File: src/rtl/fetch_stage.sv
// Instruction-fetch control stage wrapped around the external PC register.
// Issues one instruction-memory read at a time, turns each response into a
// {pc, instr} packet for decode, produces the next-PC/load strobe and handles
// execute redirects by flushing the packet and discarding in-flight data.
module fetch_stage #(
    parameter logic [31:0] RESET_PC  = 32'h4000_0000,
    parameter logic [31:0] NOP_INSTR = 32'h0000_0013
) (
    input  logic        clk_i,
    input  logic        rst_ni,
    input  logic [31:0] pc_i,
    output logic [31:0] pc_next_o,
    output logic        pc_load_o,
    input  logic        redirect_i,
    input  logic [31:0] redirect_pc_i,
    output logic        imem_read_o,
    output logic [31:0] imem_addr_o,
    input  logic        imem_resp_i,
    input  logic [31:0] imem_rdata_i,
    output logic        if_valid_o,
    input  logic        if_ready_i,
    output logic [31:0] if_pc_o,
    output logic [31:0] if_instr_o
);

    localparam logic [1:0] ST_IDLE    = 2'd0;
    localparam logic [1:0] ST_FETCH   = 2'd1;
    localparam logic [1:0] ST_DISCARD = 2'd2;

    logic [1:0]  state_reg, state_next;
    logic        req_active_reg, req_active_next;
    logic [31:0] addr_reg, addr_next;
    logic        out_valid_reg, out_valid_next;
    logic [31:0] out_pc_reg, out_pc_next;
    logic [31:0] out_instr_reg, out_instr_next;

    logic redirect_take;
    logic resp_take;
    logic resp_fetch;
    logic drain;
    logic issue;

    // Redirects only count once the stage has left IDLE.
    assign redirect_take = redirect_i && (state_reg != ST_IDLE);
    // Any response to an outstanding request completes it, whatever the state.
    assign resp_take     = req_active_reg && imem_resp_i;
    // Only a FETCH-state response not hit by a redirect delivers a packet.
    assign resp_fetch    = resp_take && (state_reg == ST_FETCH) && !redirect_take;
    assign drain         = out_valid_reg && if_ready_i;
    // A redirect cycle does not issue: pc_i still holds the wrong-path PC.
    assign issue         = (state_reg == ST_FETCH) && !req_active_reg &&
                           (!out_valid_reg || if_ready_i) && !redirect_take;

    // Next-PC and load strobe; a redirect overrides the sequential +4 load.
    always_comb begin
        pc_load_o = 1'b0;
        pc_next_o = pc_i + 32'd4;
        if (redirect_take) begin
            pc_load_o = 1'b1;
            pc_next_o = redirect_pc_i & 32'hFFFF_FFFC;
        end else if (resp_fetch) begin
            pc_load_o = 1'b1;
            pc_next_o = addr_reg + 32'd4;
        end
    end

    // Control state: DISCARD waits out a request made on the wrong path.
    always_comb begin
        state_next = state_reg;
        case (state_reg)
            ST_IDLE: begin
                state_next = ST_FETCH;
            end
            ST_FETCH: begin
                if (redirect_take && req_active_reg && !imem_resp_i) begin
                    state_next = ST_DISCARD;
                end
            end
            ST_DISCARD: begin
                if (resp_take) begin
                    state_next = ST_FETCH;
                end
            end
            default: begin
                state_next = ST_IDLE;
            end
        endcase
    end

    // Request tracking: address latched at issue and held until the response.
    always_comb begin
        req_active_next = req_active_reg;
        addr_next       = addr_reg;
        if (resp_take) begin
            req_active_next = 1'b0;
        end else if (issue) begin
            req_active_next = 1'b1;
            addr_next       = pc_i;
        end
    end

    // Packet buffer: flush beats refill, refill beats drain.
    always_comb begin
        out_valid_next = out_valid_reg;
        out_pc_next    = out_pc_reg;
        out_instr_next = out_instr_reg;
        if (redirect_take) begin
            out_valid_next = 1'b0;
            out_instr_next = NOP_INSTR;
        end else if (resp_fetch) begin
            out_valid_next = 1'b1;
            out_pc_next    = addr_reg;
            out_instr_next = imem_rdata_i;
        end else if (drain) begin
            out_valid_next = 1'b0;
        end
    end

    // State registers with asynchronous reset.
    always_ff @(posedge clk_i or negedge rst_ni) begin
        if (!rst_ni) begin
            state_reg      <= ST_IDLE;
            req_active_reg <= 1'b0;
            addr_reg       <= RESET_PC;
            out_valid_reg  <= 1'b0;
            out_pc_reg     <= RESET_PC;
            out_instr_reg  <= NOP_INSTR;
        end else begin
            state_reg      <= state_next;
            req_active_reg <= req_active_next;
            addr_reg       <= addr_next;
            out_valid_reg  <= out_valid_next;
            out_pc_reg     <= out_pc_next;
            out_instr_reg  <= out_instr_next;
        end
    end

    assign imem_read_o = req_active_reg;
    assign imem_addr_o = addr_reg;
    assign if_valid_o  = out_valid_reg;
    assign if_pc_o     = out_pc_reg;
    assign if_instr_o  = out_instr_reg;

endmodule

File: config.mk
export PLATFORM = sky130hd
export DESIGN_NAME = fetch_stage
export DESIGN_NICKNAME = d
export VERILOG_FILES = /design/src/rtl/fetch_stage.sv
export SDC_FILE = /design/constraint.sdc
export NUM_CORES = 1
export LEC_CHECK = 0
export BUFFER_PORTS_ARGS = -buffer_cell sky130_fd_sc_hd__buf_2
export CAP_MARGIN = 15
export CORE_MARGIN = 5
export CORE_UTILIZATION = 40
export CTS_CLUSTER_SIZE = 28
export DETAILED_ROUTE_END_ITERATION = 8
export PLACE_DENSITY = 0.69
export SETUP_SLACK_MARGIN = 0.3
export SLEW_MARGIN = 20
export SYNTH_ARGS = -nofsm -noshare
export SYNTH_HDL_FRONTEND = slang
export SYNTH_SLANG_ARGS = --single-unit
File: constraint.sdc
create_clock -name clk_i -period 5.3 [get_ports clk_i]
set_input_delay 1.06 -clock clk_i [delete_from_list [all_inputs] [get_ports clk_i]]
set_output_delay 1.06 -clock clk_i [all_outputs]
set_load 0.02 [all_outputs]
==> qor.yml, run 1 <==
period_share: 0.908
hp-start: "if_pc_o[31]"
avgViaCountPerCell: 5.21
fin_cells: 1033
slew_violations: 0
relSlewSlack: 0.468
die_area_um2: 16100
area_delta_synth_final_pct: 30.3
r2r-start: "state_reg[0]"
synth_edf_count: 0
synth_nets: 742
worst_slack_ps: 490
ctsRootBufferMaster: "clkbuf_16"
drc: 0
netlist_area_um2: 5460
fin_crit_ps: 4810
path_class: "primary input to output port"
cts_resized: 0
cp-end-kind: "output port"
grt_pass1_vias: 5258
grt_max_degree: 64
cts_sinks: 100
yosysTopAreaCell: "dfrtp_1"
regToRegSetupSlack_ps: 2650
fin_setup_tns_ps: 0
port_buffers: 229
start_util: 0.410
rsz0062_at_grt: "false"
wl_per_cell_um: 16.9
ys_warn_count: 0
ys_seq_area_frac: 0.460
cp.required_ps: 4240
clk_latency_ps: 340
dieWidth_um: 127
post_synth.cell_area_avg_um2: 8.53
synth_area_leaders: "dfrtp_1 44%, nand2_1 15%, mux2_2 7.0%"
synthFlopType: "dfrtp_1"
core_um2: 13300
h-tree-depth: 3
gp_congestion: 0.830
hold_viol: 0
r2r_cells: 4
critical_path.max_fanout: 63
nets: 954
synth_top_area_frac: 0.436
critPathLaunchType: "primary input"
tritoncts: "done"
antenna_found_initial: 0
hold-path-endpoint: "if_pc_o[31]"
maxCapViolations: 0
fin_skew_ps: 6.84
hpwl_um: 12600
worst_r2r_endpoint: "imem_addr_o[3]"
crit_arrival_ps: 3750
antenna_left: 0
grt_usage: 0.212
synth-seq-cells: 100
worstMarginPinSlew_ps: 798
grt_pass1_wl_um: 27500
clk_pin_slew_worst_paths_ps: 70
num_rows: 42
cellLeakagePower_nw: 3.67
cts_buffer_depth: 2
cellPowerDensity_nw_per_um2: 546
hold_class: "flip-flop to flip-flop"
n_antenna_cell: 0
pre_cts_slack_ps: 319
cts_hold_buffers: 0
drtPass1Iterations: 4
status: "finished, final reports clean"
yosysUniqueCellTypes: 49
wl_um: 17500
synthCells: 640
ir_worst_vdd_mv: 0.256
drive_above_1_share: 0.362
num_io_pins: 232
drt_iter0_markers: 379
cts_buffers: 9
max_freq_ghz: 0.208
ys_async_sr_fraction: 1.00
vias: 5377
finalSetupViolations: 0
chipHeight_um: 127
holdPathStages: 2
postCtsSetupBuffers: 0
dp.cells: 1016
grt_overflow: 0
## power breakdown
group	internal [mW]	switching, mW	leakage, nW
combinational	0.655	1.18	2.26
sequential	1.08	0.286	1.25
clock	0.386	0.296	0.149
## cells by family after synthesis
group	share of synthesized area
buffers and inverters	0.0342
XOR/XNOR	0.0417
AND/OR/NAND/NOR	0.275
AO/OA/AOI/OAI	0.110
multiplexers	0.0764
flip-flops	0.460
adder cells (fa/ha/maj)	0.00229
## cell type report
| class | instances | area (um^2) |
|---|---|---|
| tap | 176 | 220 |
| clock inverter | 5 | 66.3 |
| timing repair buffer | 239 | 1240 |
| multi-input combinational | 499 | 2820 |
| inverter | 3 | 11.3 |
| fill | 1303 | 6180 |
| clock buffer | 11 | 243 |
| sequential | 100 | 2510 |
## through the flow
step,utilization,power (mW),area (um^2),hold slack [ps]
6_report,0.535,3.88,7110,469
5_1_grt,0.535,4.15,7110,493
4_1_cts,0.531,3.91,7060,474
3_5_place_dp,0.508,3.21,6750,457
3_3_place_gp,0.508,3.19,6750,446
2_1_floorplan,-,2.51,5460,492
## per-layer routing
layer  global-route usage  routed length (um)  up-vias
met5                    0                   0        -
met4               0.0486                 211        0
met3               0.0479                1290       14
met2                0.351                8320      204
met1                0.285                7660     2538
li1                     -                   -     2621
## Yosys cell counts, drive strengths merged, types with 3 or more instances
cell and n:
a211oi 3, a21boi 17, dfstp 5, and3 5
a31oi 5, a21oi 15, nor3 13, xor2 9
nand2 214, nand3 48, mux2 34, dfrtp 95
clkbuf 18, nor2 25, nand4 13, nor4 8
o21a 3, buf 20, nor3b 4, xnor2 17
nand2b 3, mux2i 3, o21ai 36, inv 3
## critical path: stages
cell and delay, ps:
buf_2 160, or3b_4 500, nor2_8 130, buf_4 610, mux2i_4 600, nor2_1 150
xor2_1 200, o21ai_0 140, buf_2 180
## placed cells by master, fill, tap and decap left out, types with 14 or more instances in the layout
master	count
o21ai_0	31
xnor2_1	17
buf_2	228
a21boi_0	17
dfrtp_1	95
mux2_2	34
a21oi_1	14
nand3_1	48
nand2_1	213
nor2_1	24
## worst max-delay path by stage
stage / slack, ps / from / cells after the start / to
2_1_floorplan: 330 / redirect_i / 15 / pc_next_o[14]
3_3_place_gp: 280 / redirect_i / 9 / pc_next_o[16]
3_5_place_dp: 320 / redirect_i / 13 / pc_next_o[28]
4_1_cts: 310 / redirect_i / 9 / pc_next_o[16]
5_1_grt: 310 / redirect_i / 9 / pc_next_o[16]
6_report: 490 / redirect_i / 9 / pc_next_o[16]
Power figures use the tool's default switching activity.
==> run 2, diff against run 1 <==
--- a/config.mk
+++ b/config.mk
@@ -12,7 +12,7 @@
 export CTS_CLUSTER_SIZE = 28
 export DETAILED_ROUTE_END_ITERATION = 8
 export PLACE_DENSITY = 0.69
-export SETUP_SLACK_MARGIN = 0.3
+export SETUP_SLACK_MARGIN = 0.5
 export SLEW_MARGIN = 20
 export SYNTH_ARGS = -nofsm -noshare
 export SYNTH_HDL_FRONTEND = slang
==> run 2 against run 1 <==
Compared with the run above: worst hold slack worse by 4.9 ps; routed wire length grew 0.14%; non-clock buffer count rose by 4; critical endpoint is now pc_next_o[26]; design area is 0.88% higher; critical path depth unchanged; utilization is 0.47 points higher; sequential share of layout area is 0.31 points lower.
==> qor.yml, run 2 (synthesis gave the netlist of run 1 again) <==
status: "finished, final reports clean"
max_freq_ghz: 0.216  # +4.0%
finalSetupViolations: 0  # unchanged
path_class: "primary input to output port"
dieWidth_um: 127  # unchanged
final_common_cell: "buf_2"
die_area_um2: 16100  # unchanged
crit_arrival_ps: 3570  # -180 ps
drive_above_1_share: 0.367  # +0.00529
hpwl_um: 12700  # +0.74%
hold_viol: 0  # unchanged
nets: 958  # +0.42%
grt_pass1_vias: 5419  # +3.1%
num_rows: 42  # unchanged
avgViaCountPerCell: 5.19  # -0.22%
num_io_pins: 232  # unchanged
fin_crit_ps: 4630  # -184 ps
cellPowerDensity_nw_per_um2: 541  # -0.79%
port_buffers: 229  # unchanged
cp-end-kind: "output port"
clk_pin_slew_worst_paths_ps: 70  # about the same
cellLeakagePower_nw: 3.69  # +0.64%
drtPass1Iterations: 4  # unchanged
drc: 0  # unchanged
nFillCells: 1289  # -1.1%
ctsRootBufferMaster: "clkbuf_16"
r2r_cells: 5  # +1
dp.cells: 1018  # +0.20%
grt_max_degree: 68  # +6.3%
cp.required_ps: 4240  # about the same
wl_um: 17500  # +0.14%
fin_setup_tns_ps: 0  # unchanged
fin_skew_ps: 6.96  # +0.113 ps
clk_latency_ps: 350  # about the same
area_delta_synth_final_pct: 31.5
antenna_found_initial: 0  # unchanged
relSlewSlack: 0.466  # -0.00233
h-tree-depth: 3  # unchanged
rsz0062_at_grt: "false"
most-common-layout-cells: "228 x buf_2, 213 x nand2_1, 95 x dfrtp_1"
hold_class: "flip-flop to flip-flop"
cts_sinks: 100  # unchanged
maxCapViolations: 0  # unchanged
core_um2: 13300  # unchanged
slew_violations: 0  # unchanged
antenna_left: 0  # unchanged
fin_cells: 1038  # +0.48%
drt_iter0_markers: 306  # -19%
gp_congestion: 0.822  # -0.86%
period_share: 0.873  # -0.0347
critPathLaunchType: "primary input"
tritoncts: "done"
cts_buffers: 9  # unchanged
grt_pass1_wl_um: 28000  # +1.7%
holdPathStages: 2  # unchanged
critical_path.max_fanout: 54  # -14%
chipHeight_um: 127  # unchanged
ir_worst_vdd_mv: 0.249  # -2.5%
cts_buffer_depth: 2  # unchanged
wl_per_cell_um: 16.9  # -0.34%
grt_overflow: 0  # unchanged
worstMarginPinSlew_ps: 800  # +2.63 ps
start_util: 0.410  # unchanged
register_area_um2: 2510  # unchanged
grt_usage: 0.215  # +0.00278
multi_input_area_um2: 2860  # +1.3%
vias: 5391  # +0.26%
[run 2: final timing paths]
| path | start | endpoint | slack, ps |
|---|---|---|---|
| min | if_pc_o[30] | if_pc_o[30] | 460 |
| max in group asynchronous | rst_ni | imem_read_o | 3500 |
| min reg2reg | if_pc_o[30] | if_pc_o[30] | 460 |
| max reg2reg | state_reg[0] | imem_addr_o[9] | 2500 |
| min in group asynchronous | rst_ni | if_instr_o[21] | 760 |
| max | redirect_i | pc_next_o[26] | 670 |
[run 2: routing by layer]
layer  routed length (um)  track usage  share of wire  vias up
met4                  229       0.0700          0.013        0
met5                    0            0              0        -
met3                 1400       0.0450          0.080       14
met2                 8270        0.357           0.47      225
met1                 7600        0.281           0.43     2517
li1                     -            -              -     2635
[run 2: repair_timing]
item | 4_1_cts | 5_1_grt
gates resized for setup | 3 | 3
setup endpoints to repair | 3 | 7
hold buffers | 0 | 0
buffers inserted | 2 | 0
pin swaps | 1 | 1
[run 2: final cells by class]
cell class / count / area share
Tap cell: 176 / 0.0307
Timing Repair Buffer: 243 / 0.178
Multi-Input combinational cell: 499 / 0.398
Inverter: 3 / 0.00157
Sequential cell: 100 / 0.350
Clock inverter: 6 / 0.0101
Clock buffer: 10 / 0.0319
Antenna cell: 1 / 0.000349
[run 2: metrics by stage]
step / setup slack [ps] / hold slack (ps) / utilization / instance area [um^2] / power (mW)
floorplan: 525 / 492 / - / 5480 / 2.52
global placement: 479 / 450 / 0.510 / 6780 / 3.19
detailed placement: 464 / 457 / 0.510 / 6780 / 3.21
CTS: 540 / 468 / 0.536 / 7120 / 3.91
global route: 524 / 487 / 0.539 / 7170 / 4.14
finish: 674 / 464 / 0.540 / 7170 / 3.88
[run 2: power by group]
| part | leakage, nW | internal, mW | switching [mW] |
|---|---|---|---|
| logic | 2.30 | 0.663 | 1.18 |
| registers | 1.25 | 1.08 | 0.286 |
| clock network | 0.137 | 0.371 | 0.306 |
[run 2: worst max-delay path, stage by stage]
cell and delay, ps:
buf_2 160, or3b_4 450, nor2_8 160, buf_4 540, a21oi_1 360, a211oi_1 350, xor2_1 200, o21ai_1 70
buf_2 170
